File: src/rtl/si5340_cfg_sequencer.sv
// Si5340 configuration sequencer: walks the config ROM and feeds page/register writes to the I2C byte master.
// Optional build macro SI5340_PREAMBLE_DELAY_EN adds a settle delay after the preamble words.
module si5340_cfg_sequencer #(
    parameter logic [6:0] DEV_ADDR       = 7'h74,
    parameter int         MEM_WIDTH      = 24,
    parameter int         WORD_NUMBER    = 326,
    parameter int         ADDR_WIDTH     = 9,
    parameter int         MAX_RETRY      = 3,
    parameter int         CLK_FREQ       = 125_000_000,
    parameter int         PREAMBLE_WORDS = 3,
    parameter int         DELAY_MS       = 300
) (
    input  logic                  clk_i,
    input  logic                  arst_i,
    input  logic                  start_i,
    output logic [ADDR_WIDTH-1:0] mem_addr_o,
    input  logic [MEM_WIDTH-1:0]  mem_data_i,
    output logic                  cmd_start_o,
    output logic                  cmd_stop_o,
    output logic                  cmd_write_o,
    output logic                  cmd_read_o,
    output logic                  ack_in_o,
    output logic [7:0]            din_o,
    input  logic                  cmd_ack_i,
    input  logic                  ack_out_i,
    input  logic                  al_i,
    output logic                  busy_o,
    output logic                  done_o,
    output logic                  error_o,
    output logic [ADDR_WIDTH-1:0] word_idx_o
);

    localparam int RETRY_W = (MAX_RETRY < 1) ? 1 : $clog2(MAX_RETRY + 1);
    localparam logic [ADDR_WIDTH-1:0] LAST_IDX = ADDR_WIDTH'(WORD_NUMBER - 1);

    typedef enum logic [3:0] {
        ST_IDLE,
        ST_FETCH,
        ST_DECODE,
        ST_PAGE,
        ST_WRITE,
        ST_NACK_STOP,
        ST_NEXT,
        ST_DONE,
        ST_ERR
`ifdef SI5340_PREAMBLE_DELAY_EN
        , ST_DELAY
`endif
    } state_t;

    state_t                state, state_n;
    logic [1:0]            byte_cnt, byte_cnt_n;
    logic [RETRY_W-1:0]    retry_cnt, retry_cnt_n;
    logic [ADDR_WIDTH-1:0] word_idx, word_idx_n;
    logic [7:0]            page_cache, page_cache_n;
    logic                  page_valid, page_valid_n;
    logic [23:0]           cur_word, cur_word_n;
    logic                  in_page, in_page_n;
    logic                  cmd_active, cmd_active_n;
    logic                  cmd_start, cmd_start_n;
    logic                  cmd_stop, cmd_stop_n;
    logic                  cmd_write, cmd_write_n;
    logic [7:0]            din, din_n;
    logic                  done, done_n;
    logic                  error, error_n;
    logic [7:0]            tx_byte;
    logic                  fail;
    state_t                after_write;

`ifdef SI5340_PREAMBLE_DELAY_EN
    localparam int DELAY_CYCLES = DELAY_MS * (CLK_FREQ / 1000);
    localparam int DLY_W = (DELAY_CYCLES > 1) ? $clog2(DELAY_CYCLES) : 1;
    logic [DLY_W-1:0] delay_cnt, delay_cnt_n;
`endif

    // Byte to send for the current position of a page or register transaction.
    always_comb begin
        tx_byte = {DEV_ADDR, 1'b0};
        case (byte_cnt)
            2'd0:    tx_byte = {DEV_ADDR, 1'b0};
            2'd1:    tx_byte = in_page ? 8'h01 : cur_word[15:8];
            default: tx_byte = in_page ? cur_word[23:16] : cur_word[7:0];
        endcase
    end

`ifdef SI5340_PREAMBLE_DELAY_EN
    assign after_write = (word_idx == ADDR_WIDTH'(PREAMBLE_WORDS - 1)) ? ST_DELAY : ST_NEXT;
`else
    assign after_write = ST_NEXT;
`endif

    // Next-state logic; the retry budget is per word, so page failures and register failures share it.
    always_comb begin
        state_n      = state;
        byte_cnt_n   = byte_cnt;
        retry_cnt_n  = retry_cnt;
        word_idx_n   = word_idx;
        page_cache_n = page_cache;
        page_valid_n = page_valid;
        cur_word_n   = cur_word;
        in_page_n    = in_page;
        cmd_active_n = cmd_active;
        cmd_start_n  = cmd_start;
        cmd_stop_n   = cmd_stop;
        cmd_write_n  = cmd_write;
        din_n        = din;
        done_n       = done;
        error_n      = error;
        fail         = 1'b0;
`ifdef SI5340_PREAMBLE_DELAY_EN
        delay_cnt_n  = delay_cnt;
`endif

        case (state)
            ST_IDLE, ST_DONE, ST_ERR: begin
                state_n = ST_IDLE;
                if (start_i) begin
                    done_n       = 1'b0;
                    error_n      = 1'b0;
                    page_valid_n = 1'b0;
                    word_idx_n   = '0;
                    retry_cnt_n  = '0;
                    state_n      = ST_FETCH;
                end
            end

            ST_FETCH: state_n = ST_DECODE;

            ST_DECODE: begin
                cur_word_n = mem_data_i[23:0];
                byte_cnt_n = 2'd0;
                if (!page_valid || (mem_data_i[23:16] != page_cache)) begin
                    in_page_n = 1'b1;
                    state_n   = ST_PAGE;
                end else begin
                    in_page_n = 1'b0;
                    state_n   = ST_WRITE;
                end
            end

            ST_PAGE, ST_WRITE: begin
                if (al_i) begin
                    cmd_active_n = 1'b0;
                    cmd_start_n  = 1'b0;
                    cmd_stop_n   = 1'b0;
                    cmd_write_n  = 1'b0;
                    din_n        = 8'h00;
                    fail         = 1'b1;
                end else if (!cmd_active) begin
                    cmd_active_n = 1'b1;
                    cmd_start_n  = (byte_cnt == 2'd0);
                    cmd_stop_n   = (byte_cnt == 2'd2);
                    cmd_write_n  = 1'b1;
                    din_n        = tx_byte;
                end else if (cmd_ack_i) begin
                    cmd_active_n = 1'b0;
                    cmd_start_n  = 1'b0;
                    cmd_stop_n   = 1'b0;
                    cmd_write_n  = 1'b0;
                    din_n        = 8'h00;
                    if (ack_out_i) begin
                        if (byte_cnt != 2'd2) begin
                            state_n = ST_NACK_STOP;
                        end else begin
                            fail = 1'b1;
                        end
                    end else if (byte_cnt == 2'd2) begin
                        byte_cnt_n = 2'd0;
                        if (in_page) begin
                            page_cache_n = cur_word[23:16];
                            page_valid_n = 1'b1;
                            in_page_n    = 1'b0;
                            state_n      = ST_WRITE;
                        end else begin
                            retry_cnt_n = '0;
                            state_n     = after_write;
`ifdef SI5340_PREAMBLE_DELAY_EN
                            delay_cnt_n = '0;
`endif
                        end
                    end else begin
                        byte_cnt_n = byte_cnt + 2'd1;
                    end
                end
            end

            // Release the bus after a mid-transaction NACK before retrying.
            ST_NACK_STOP: begin
                if (al_i || (cmd_active && cmd_ack_i)) begin
                    cmd_active_n = 1'b0;
                    cmd_start_n  = 1'b0;
                    cmd_stop_n   = 1'b0;
                    cmd_write_n  = 1'b0;
                    din_n        = 8'h00;
                    fail         = 1'b1;
                end else if (!cmd_active) begin
                    cmd_active_n = 1'b1;
                    cmd_start_n  = 1'b0;
                    cmd_stop_n   = 1'b1;
                    cmd_write_n  = 1'b0;
                    din_n        = 8'h00;
                end
            end

            ST_NEXT: begin
                if (word_idx == LAST_IDX) begin
                    done_n  = 1'b1;
                    state_n = ST_DONE;
                end else begin
                    word_idx_n = word_idx + 1'b1;
                    state_n    = ST_FETCH;
                end
            end

`ifdef SI5340_PREAMBLE_DELAY_EN
            ST_DELAY: begin
                if (delay_cnt == DLY_W'(DELAY_CYCLES - 1)) begin
                    state_n = ST_NEXT;
                end else begin
                    delay_cnt_n = delay_cnt + 1'b1;
                end
            end
`endif

            default: state_n = ST_IDLE;
        endcase

        if (fail) begin
            byte_cnt_n = 2'd0;
            if (retry_cnt == RETRY_W'(MAX_RETRY)) begin
                error_n = 1'b1;
                state_n = ST_ERR;
            end else begin
                retry_cnt_n = retry_cnt + 1'b1;
                state_n     = in_page ? ST_PAGE : ST_WRITE;
            end
        end
    end

    always_ff @(posedge clk_i or posedge arst_i) begin
        if (arst_i) begin
            state      <= ST_IDLE;
            byte_cnt   <= 2'd0;
            retry_cnt  <= '0;
            word_idx   <= '0;
            page_cache <= 8'h00;
            page_valid <= 1'b0;
            cur_word   <= 24'h0;
            in_page    <= 1'b0;
            cmd_active <= 1'b0;
            cmd_start  <= 1'b0;
            cmd_stop   <= 1'b0;
            cmd_write  <= 1'b0;
            din        <= 8'h00;
            done       <= 1'b0;
            error      <= 1'b0;
`ifdef SI5340_PREAMBLE_DELAY_EN
            delay_cnt  <= '0;
`endif
        end else begin
            state      <= state_n;
            byte_cnt   <= byte_cnt_n;
            retry_cnt  <= retry_cnt_n;
            word_idx   <= word_idx_n;
            page_cache <= page_cache_n;
            page_valid <= page_valid_n;
            cur_word   <= cur_word_n;
            in_page    <= in_page_n;
            cmd_active <= cmd_active_n;
            cmd_start  <= cmd_start_n;
            cmd_stop   <= cmd_stop_n;
            cmd_write  <= cmd_write_n;
            din        <= din_n;
            done       <= done_n;
            error      <= error_n;
`ifdef SI5340_PREAMBLE_DELAY_EN
            delay_cnt  <= delay_cnt_n;
`endif
        end
    end

    assign mem_addr_o  = word_idx;
    assign word_idx_o  = word_idx;
    assign cmd_start_o = cmd_start;
    assign cmd_stop_o  = cmd_stop;
    assign cmd_write_o = cmd_write;
    assign cmd_read_o  = 1'b0;
    assign ack_in_o    = 1'b0;
    assign din_o       = din;
    assign done_o      = done;
    assign error_o     = error;
    assign busy_o      = (state != ST_IDLE) && (state != ST_DONE) && (state != ST_ERR);

endmodule

File: config.mk
export PLATFORM = sky130hd
export DESIGN_NAME = si5340_cfg_sequencer
export DESIGN_NICKNAME = d
export VERILOG_FILES = /design/src/rtl/si5340_cfg_sequencer.sv
export SDC_FILE = /design/constraint.sdc
export NUM_CORES = 1
export LEC_CHECK = 0
export CORE_MARGIN = 4
export CORE_UTILIZATION = 52
export CTS_CLUSTER_DIAMETER = 150
export DETAILED_ROUTE_END_ITERATION = 8
export HOLD_SLACK_MARGIN = 0.02
export PLACE_DENSITY = 0.91
export SLEW_MARGIN = 20
export SYNTH_ARGS = -nofsm -noshare
export SYNTH_HDL_FRONTEND = slang
export SYNTH_SLANG_ARGS = --single-unit
File: constraint.sdc
create_clock -name clk_i -period 2.71 [get_ports clk_i]
set_clock_uncertainty 0.15 [all_clocks]
set_input_delay 0.813 -clock clk_i [delete_from_list [all_inputs] [get_ports clk_i]]
set_output_delay 0.813 -clock clk_i [all_outputs]
set_load 0.01 [all_outputs]
# ---- After elaboration in Yosys (flattened, before gate mapping)
# Cells that the tools add are included.
dict set report classes {
  n_addsub 3
  bitwise 2
  eq_ne 34
  n_reduce_logical 24
  muxes 90
}
# operator count
set op_table {}
lappend op_table {{$mux 8} 7}
lappend op_table {{$mux 1} 40}
lappend op_table {{$mux 2} 16}
lappend op_table {{$mux 4} 8}
lappend op_table {{$pmux 8 s2} 2}
lappend op_table {{$pmux 4 s6} 1}
lappend op_table {{$ne 2x2->1 const B} 11}
lappend op_table {{$mux 9} 2}
lappend op_table {{$pmux 9 s2} 1}
lappend op_table {{$eq 4x3->1 const B} 4}
lappend op_table {{$ne 4x4->1 const B} 4}
lappend op_table {{$pmux 1 s2} 8}
lappend op_table {{$ne 3x3->1 const B} 5}
lappend op_table {{$reduce_and 6->1} 2}
lappend op_table {{$add 9x1->9 const B} 1}
lappend op_table {{$eq 9x9->1 const B} 1}
lappend op_table {{$mux 3} 3}
lappend op_table {{$reduce_and 3->1} 3}
lappend op_table {{$eq 4x2->1 const B} 2}
lappend op_table {{$ne 8x8->1} 1}
lappend op_table {{$pmux 2 s2} 2}
lappend op_table {{$reduce_and 8->1} 1}
lappend op_table {{$reduce_bool 2->1} 4}
lappend op_table {{$reduce_and 7->1} 1}
lappend op_table {{other kinds (17)} 23}
dict set report totals {
  ff_bits 65
  out_inout_bits 34
  in_bits 30
}

# ---- Longest topological paths before layout
# Gate-level depths: netlist of run 1.
dict set report logic_depth {
  depth_word 9
  depth_mapped 7
}

# ---- Worst setup path before layout of run 1
# No wires, ideal clock.
dict set report synth_timing {
  kind {input port to flip-flop}
  start {in ack_out_i}
  end {reg page_cache[1]}
  stages 5
  arrival_ps 1905
  slack_ps 530
  cell_sequence {and4bb_2 -> nand2_1 -> or3_1 -> buf_6 -> mux2_4}
}
dict set report synth_via {
  elab_chain_cells 2
}
# item line_no
set synth_rtl {}
lappend synth_rtl {{from (decl)} 25} ;# input logic ack_out_i,
lappend synth_rtl {{$not 1->1 (no source line)} --}
lappend synth_rtl {{$reduce_and 7->1 (no source line)} --}
lappend synth_rtl {{to (signal assigned)} 265} ;# page_cache <= page_cache_n;
lappend synth_rtl {{to (decl)} 55} ;# logic [7:0] page_cache, page_cache_n;
# Every way passes these cells.
# A chain may end at the register's enable or synchronous reset.

# ---- Worst setup path after layout of run 1
dict set report layout_timing {
  start {reg state[0]}
  end {out busy_o}
}
dict set report layout_via {
  elab_chain_cells 3
  word_cells_on_any_way 5
  classes_between {eq/ne (2); reduce/logical (3)}
}
# item line_no
set layout_rtl {}
lappend layout_rtl {{from (decl)} 51} ;# state_t state, state_n;
lappend layout_rtl {{from (signal assigned)} 261} ;# state <= state_n;
lappend layout_rtl {{$ne 4x3->1 / $reduce_bool 4->1 (equally long branches)} 292} ;# assign busy_o = (state != ST_IDLE) && (state != ST_DONE) && (state != ST_ERR);
lappend layout_rtl {{$logic_and 1x1->1} 292}
lappend layout_rtl {{$logic_and 1x1->1 *} 292}
lappend layout_rtl {{to (decl)} 27} ;# output logic busy_o,
# Every way passes the cells marked *; elsewhere a longest branch is shown, timed or not.

==> results of run 1 <==
[worst register-to-register path, cell delays in order, from the launching register on]
cell and delay [ns]:
dfrtp_1 0.42, buf_4 0.19, and4bb_4 0.34, a31oi_4 0.08, or3_1 0.41, buf_4 0.21, mux2_4 0.30
[cell families after synthesis]
| family | after synthesis | synth area share (%) |
|---|---|---|
| buffers and inverters | 33 | 5.67 |
| other | 1 | 0.110 |
| flip-flops | 65 | 47.9 |
| AND/OR/NAND/NOR | 77 | 13.7 |
| XOR/XNOR | 11 | 2.84 |
| multiplexers | 38 | 13.1 |
| AO/OA/AOI/OAI | 73 | 15.6 |
| adder cells (fa/ha/maj) | 3 | 1.10 |
[worst max path at each step]
stage | from | end | slack (ns)
global placement | ack_out_i | page_cache[3]$_DFFE_PP0P_ | 0.005
finish | state[0]$_DFFE_PP0P_ | busy_o | 0.12
detailed placement | al_i | page_cache[6]$_DFFE_PP0P_ | -0.02
global route | state[1]$_DFFE_PP0P_ | busy_o | 0.05
floorplan | arst_i | byte_cnt[0]$_DFFE_PP0P_ | 0.12
CTS | state[0]$_DFFE_PP0P_ | busy_o | 0.1
[report_power, final]
| part | total [W] | leakage [nW] | internal [W] | switching (W) |
|---|---|---|---|---|
| Combinational | 0.00147 | 0.874 | 0.000755 | 0.000718 |
| Clock | 0.000940 | 0.116 | 0.000589 | 0.000351 |
| Sequential | 0.00150 | 0.838 | 0.00127 | 0.000232 |
[flip-flops by register name (all words and copies together) (netlist names), 2 cells and up]
signal	cells
din_o	8
mem_addr_o	9
state	4
retry_cnt	2
cur_word	24
page_cache	8
byte_cnt	2
[layer usage]
layer  up-vias  wire length [um]  track usage, %
li1       1218                 -               -
met1      1295              3290            28.0
met2        86              3690            31.5
met3        16               484            5.49
met4         0               137            8.52
met5         -                 0               0
[cells in the final DEF, fill, tap and decap left out, drive strengths merged, types with 4 or more instances in the layout]
master         count
dfrtp             65
clkdlybuf4s50     61
mux2              32
o21ai             19
nand2             16
buf               15
nor2              13
clkbuf            13
a21oi             12
a22o              11
nand3              9
xnor2              8
inv                7
mux2i              6
or3                6
nand2b             5
nor2b              4
a22oi              4
and4bb             4
nor3               4
[final cells by class]
| cell class | count | area, um2 |
|---|---|---|
| Fill cell | 458 | 2050 |
| Sequential cell | 65 | 1630 |
| Multi-Input combinational cell | 204 | 1590 |
| Timing Repair Buffer | 76 | 736 |
| Clock buffer | 13 | 169 |
| Tap cell | 77 | 96.3 |
| Clock inverter | 2 | 60.1 |
| Inverter | 7 | 26.3 |
[through the flow]
step / total power, W / instances / area (um2) / TNS [ns] / util, %
6_report: 0.00391 / 444 / 4300 / 0 / 67.7
5_1_grt: 0.00415 / 444 / 4300 / 0 / 67.7
4_1_cts: 0.00393 / 444 / 4300 / 0 / 67.7
3_5_place_dp: 0.00296 / 429 / 4070 / -0.116 / 64.1
3_3_place_gp: 0.00287 / 429 / 4070 / 0 / 64.1
2_1_floorplan: 0.00247 / 302 / 3400 / 0 / -
==> flow_summary.json, run 1 <==
{
  "status": "completed",
  "post_cts_buffers": 0,
  "cts_sinks": 65,
  "diodes": 0,
  "grt_first_pass_wirelength_mm": 12.6,
  "crit_type": "reg2out",
  "syn_area_um2": 3400,
  "rr_worst_depth": 6,
  "drt_pass1_iterations": 4,
  "min_from": "cmd_write_o$_DFFE_PP0P_",
  "clock_path_buffers": 2,
  "postCtsHoldBufs": 0,
  "grt_usage_pct": 20.6,
  "hold_end": "cmd_write_o$_DFFE_PP0P_",
  "num_rows": 29,
  "initial_utilization_pct": 53.5,
  "hpwl_mm": 5.22,
  "wl_per_cell_um": 17.1,
  "clkTransAtPathRegs_ns": 0.07,
  "synth.top_cells.by_count": "dfrtp_1 (65), mux2_2 (25), nand2_1 (16)",
  "timing.final.crit_share_pct": 95.4,
  "crit_chain": "and4b_1 -> nor2_1 -> clkdlybuf4s50_1",
  "drc": 0,
  "cp_max_fo": 4,
  "critPathCaptureType": "output pin",
  "synth_area_per_cell_um2": 11.3,
  "antenna_found_initial": 0,
  "portBuffers": 61,
  "clk_latency_ns": 0.33,
  "irDropWorstVdd_mv": 0.497,
  "pin_count": 64,
  "drive_gt1_share_pct": 19.9,
  "fp.dieW_um": 88.8,
  "final_nets": 396,
  "worst_slack_ns": 0.124,
  "post_cts_resized": 0,
  "synth_most_common_cell": "dfrtp_1",
  "start_kind": "flip-flop",
  "cts_max_level": 3,
  "drv_slew": 0,
  "setup_viol": 0,
  "r2r_slack_ns": 0.48,
  "synth_area_leaders": "dfrtp_1 (48%), mux2_2 (8.3%), mux2_4 (3.1%)",
  "gp_congestion": 0.828,
  "die_area_um2": 7890,
  "grt_max_degree": 66,
  "ys.flop_type": "dfrtp_1",
  "ys.warnings.count": 0,
  "die_h_um": 88.8,
  "cts_buffers": 9,
  "ant_nets": 0,
  "whs_ns": 0.335,
  "yosys.area.top_type": "dfrtp_1",
  "ys_seq_elements": 65,
  "r2r_end": "page_cache[3]$_DFFE_PP0P_",
  "vias": 2615,
  "grt-ovfl-total": 0,
  "rsz0062_at_grt": "false",
  "grt_pass1_vias": 2565,
  "pre_cts_slack_ns": -0.0214,
  "synthArstFlopShare_pct": 100,
  "synth-edff-count": 0,
  "arrival_ns": 1.62,
  "routed_wl_mm": 7.60,
  "synth_cells": 301,
  "synthToLayoutAreaGrowth_pct": 26.6,
  "tightest_slew_ns": 0.574,
  "min_path_type": "reg2reg",
  "p_leak_nw": 1.83,
  "clockRootBuffer": "clkbuf_8",
  "via_per_inst": 5.89,
  "finalCriticalPeriod_ns": 2.59,
  "cts_tree": "done",
  "yosysTopAreaCellShare_pct": 47.9,
  "critPathSlowestCell": "clkdlybuf4s50_1",
  "max_stage_delay_ns": 0.54,
  "core_um2": 6350,
  "hold_viol": 0,
  "pwr_density_cell_nw_per_um2": 909,
  "drtIter0Drc": 167,
  "synth.distinct_cells": 66,
  "yosysSeqAreaShare_pct": 47.9,
  "hold_depth": 1,
  "crit_family": "buffers and inverters",
  "path_buf_inv": 1,
  "relSlewSlack_pct": 61.4,
  "cp_num_cells": 3,
  "fmax_mhz": 387,
  "worstPathRequired_ns": 1.75,
  "maxCapViolCount": 0,
  "rr_startpoint": "state[2]$_DFFE_PP0P_"
}
Power figures use the tool's default switching activity.
==> run 2: changes to the inputs <==
--- a/config.mk
+++ b/config.mk
@@ -5,6 +5,8 @@
 export SDC_FILE = /design/constraint.sdc
 export NUM_CORES = 1
 export LEC_CHECK = 0
+export CAP_MARGIN = 20
+export CORE_ASPECT_RATIO = 2
 export CORE_MARGIN = 4
 export CORE_UTILIZATION = 52
 export CTS_CLUSTER_DIAMETER = 150
==> flow_summary.json, run 2 (same netlist as run 1, synthesis figures left out) <==
{
  "diodes": 0,
  "grt_pass1_vias": 2706,
  "arrival_ns": 1.62,
  "final_common_cell": "dfrtp_1",
  "dpl_cell_area_um2": 4080,
  "critPathSlowestCell": "clkdlybuf4s50_1",
  "status": "completed",
  "postCtsHoldBufs": 0,
  "min_path_type": "reg2reg",
  "hold_depth": 1,
  "ant_nets": 0,
  "top_register": "cur_word",
  "worstPathRequired_ns": 1.75,
  "num_rows": 41,
  "nFillCells": 444,
  "crit_type": "reg2out",
  "post_cts_resized": 0,
  "rr_startpoint": "state[2]$_DFFE_PP0P_",
  "irDropWorstVdd_mv": 0.708,
  "vias": 2602,
  "grt_usage_pct": 21.8,
  "fp.dieW_um": 65.2,
  "drtIter0Drc": 190,
  "grt-ovfl-total": 0,
  "portBuffers": 61,
  "final_nets": 396,
  "post-route-util_pct": 70.2,
  "r2r_slack_ns": 0.53,
  "drv_slew": 0,
  "swShare_pct": 31.8,
  "dpl.cell_count": 438,
  "core_um2": 6310,
  "drive_gt1_share_pct": 20.1,
  "cts_max_level": 3,
  "grt_max_degree": 66,
  "setup-tns-final_ns": 0,
  "cts_sinks": 65,
  "grt_first_pass_wirelength_mm": 13.1,
  "pin_count": 64,
  "via_per_inst": 5.73,
  "multiInputGateArea_um2": 1590,
  "cp_max_fo": 4,
  "wl_per_cell_um": 17.6,
  "timing.final.crit_share_pct": 95.2,
  "p_clk_share_pct": 30.9,
  "clkTransAtPathRegs_ns": 0.05,
  "die_area_um2": 7970,
  "whs_ns": 0.332,
  "relSlewSlack_pct": 59.8,
  "crit_family": "buffers and inverters",
  "antenna_found_initial": 0,
  "routed_wl_mm": 8.01,
  "gp_congestion": 0.870,
  "comb_power_share_pct": 33.3,
  "top_layer": "met4",
  "clockRootBuffer": "clkbuf_16",
  "r2r_end": "page_cache[6]$_DFFE_PP0P_",
  "post_cts_buffers": 0,
  "largest_reg_flops": 24,
  "design_area_um2": 4430,
  "p_int_w": 0.00294,
  "hold_end": "cmd_write_o$_DFFE_PP0P_",
  "die_h_um": 122,
  "cts_buffers": 9,
  "switchingPower_w": 0.00137,
  "drt_pass1_iterations": 4,
  "cts_tree": "done",
  "synthToLayoutAreaGrowth_pct": 30.3,
  "hpwl_mm": 5.84,
  "finalCriticalPeriod_ns": 2.58,
  "path_buf_inv": 1,
  "clock_path_buffers": 2,
  "drc": 0,
  "final_cell_mix": "dfrtp_1 (65), clkdlybuf4s50_1 (61), mux2_2 (25)",
  "crit_chain": "and4b_1 -> nor2_1 -> clkdlybuf4s50_1",
  "hold_viol": 0,
  "p_seq_share_pct": 35.8,
  "maxCapViolCount": 0,
  "start_kind": "flip-flop",
  "fmax_mhz": 387,
  "wl_met1_mm": 2.91,
  "pwr_density_cell_nw_per_um2": 973,
  "wl_met2_mm": 4.51,
  "stdcell_count": 454,
  "rsz0062_at_grt": "false",
  "met3WireLength_um": 305,
  "tightest_slew_ns": 0.596,
  "register_area_um2": 1630,
  "setup_viol": 0,
  "rr_worst_depth": 6,
  "min_from": "cmd_write_o$_DFFE_PP0P_",
  "clk_latency_ns": 0.33,
  "max_stage_delay_ns": 0.53,
  "critPathCaptureType": "output pin",
  "p_leak_nw": 1.88,
  "initial_utilization_pct": 53.9
}
[run 2: routing by layer]
metal	up-vias	track usage (%)
met3	19	4.58
li1	1220	-
met1	1285	23.6
met5	-	0
met4	0	11.4
met2	78	38.9
[run 2: cell type report]
| class | count | area share, % |
|---|---|---|
| repair buffers | 76 | 16.6 |
| clock inverters | 5 | 2.32 |
| well taps | 86 | 2.43 |
| flip-flops and latches | 65 | 36.7 |
| multi-input cells | 204 | 35.8 |
| inverters | 7 | 0.593 |
| clock buffers | 11 | 5.48 |
[run 2: power by group through the flow]
stage | combinational (W) | clock (W) | sequential (W)
global route | 0.00156 | 0.00139 | 0.00157
detailed placement | 0.00142 | 0 | 0.00155
finish | 0.00143 | 0.00133 | 0.00154
CTS | 0.00144 | 0.00134 | 0.00154
floorplan | 0.00101 | 0 | 0.00146
global placement | 0.00137 | 0 | 0.00153
[run 2: how the worst max path moves through the flow]
stage               depth (start not counted)  slack (ns)            startpoint                         to
floorplan                                   1        0.12                arst_i    byte_cnt[0]$_DFFE_PP0P_
global placement                            6       -0.03                  al_i  page_cache[1]$_DFFE_PP0P_
detailed placement                          6       -0.05                  al_i  page_cache[4]$_DFFE_PP0P_
CTS                                         3        0.12  state[0]$_DFFE_PP0P_                     busy_o
global route                                3        0.03  state[1]$_DFFE_PP0P_                     busy_o
finish                                      3        0.13  state[1]$_DFFE_PP0P_                     busy_o
[run 2: through the flow]
step,power [W],setup slack (ns)
2_1_floorplan,0.00247,0.121
3_3_place_gp,0.00290,-0.0304
3_5_place_dp,0.00297,-0.0537
4_1_cts,0.00432,0.120
5_1_grt,0.00453,0.0301
6_report,0.00431,0.129
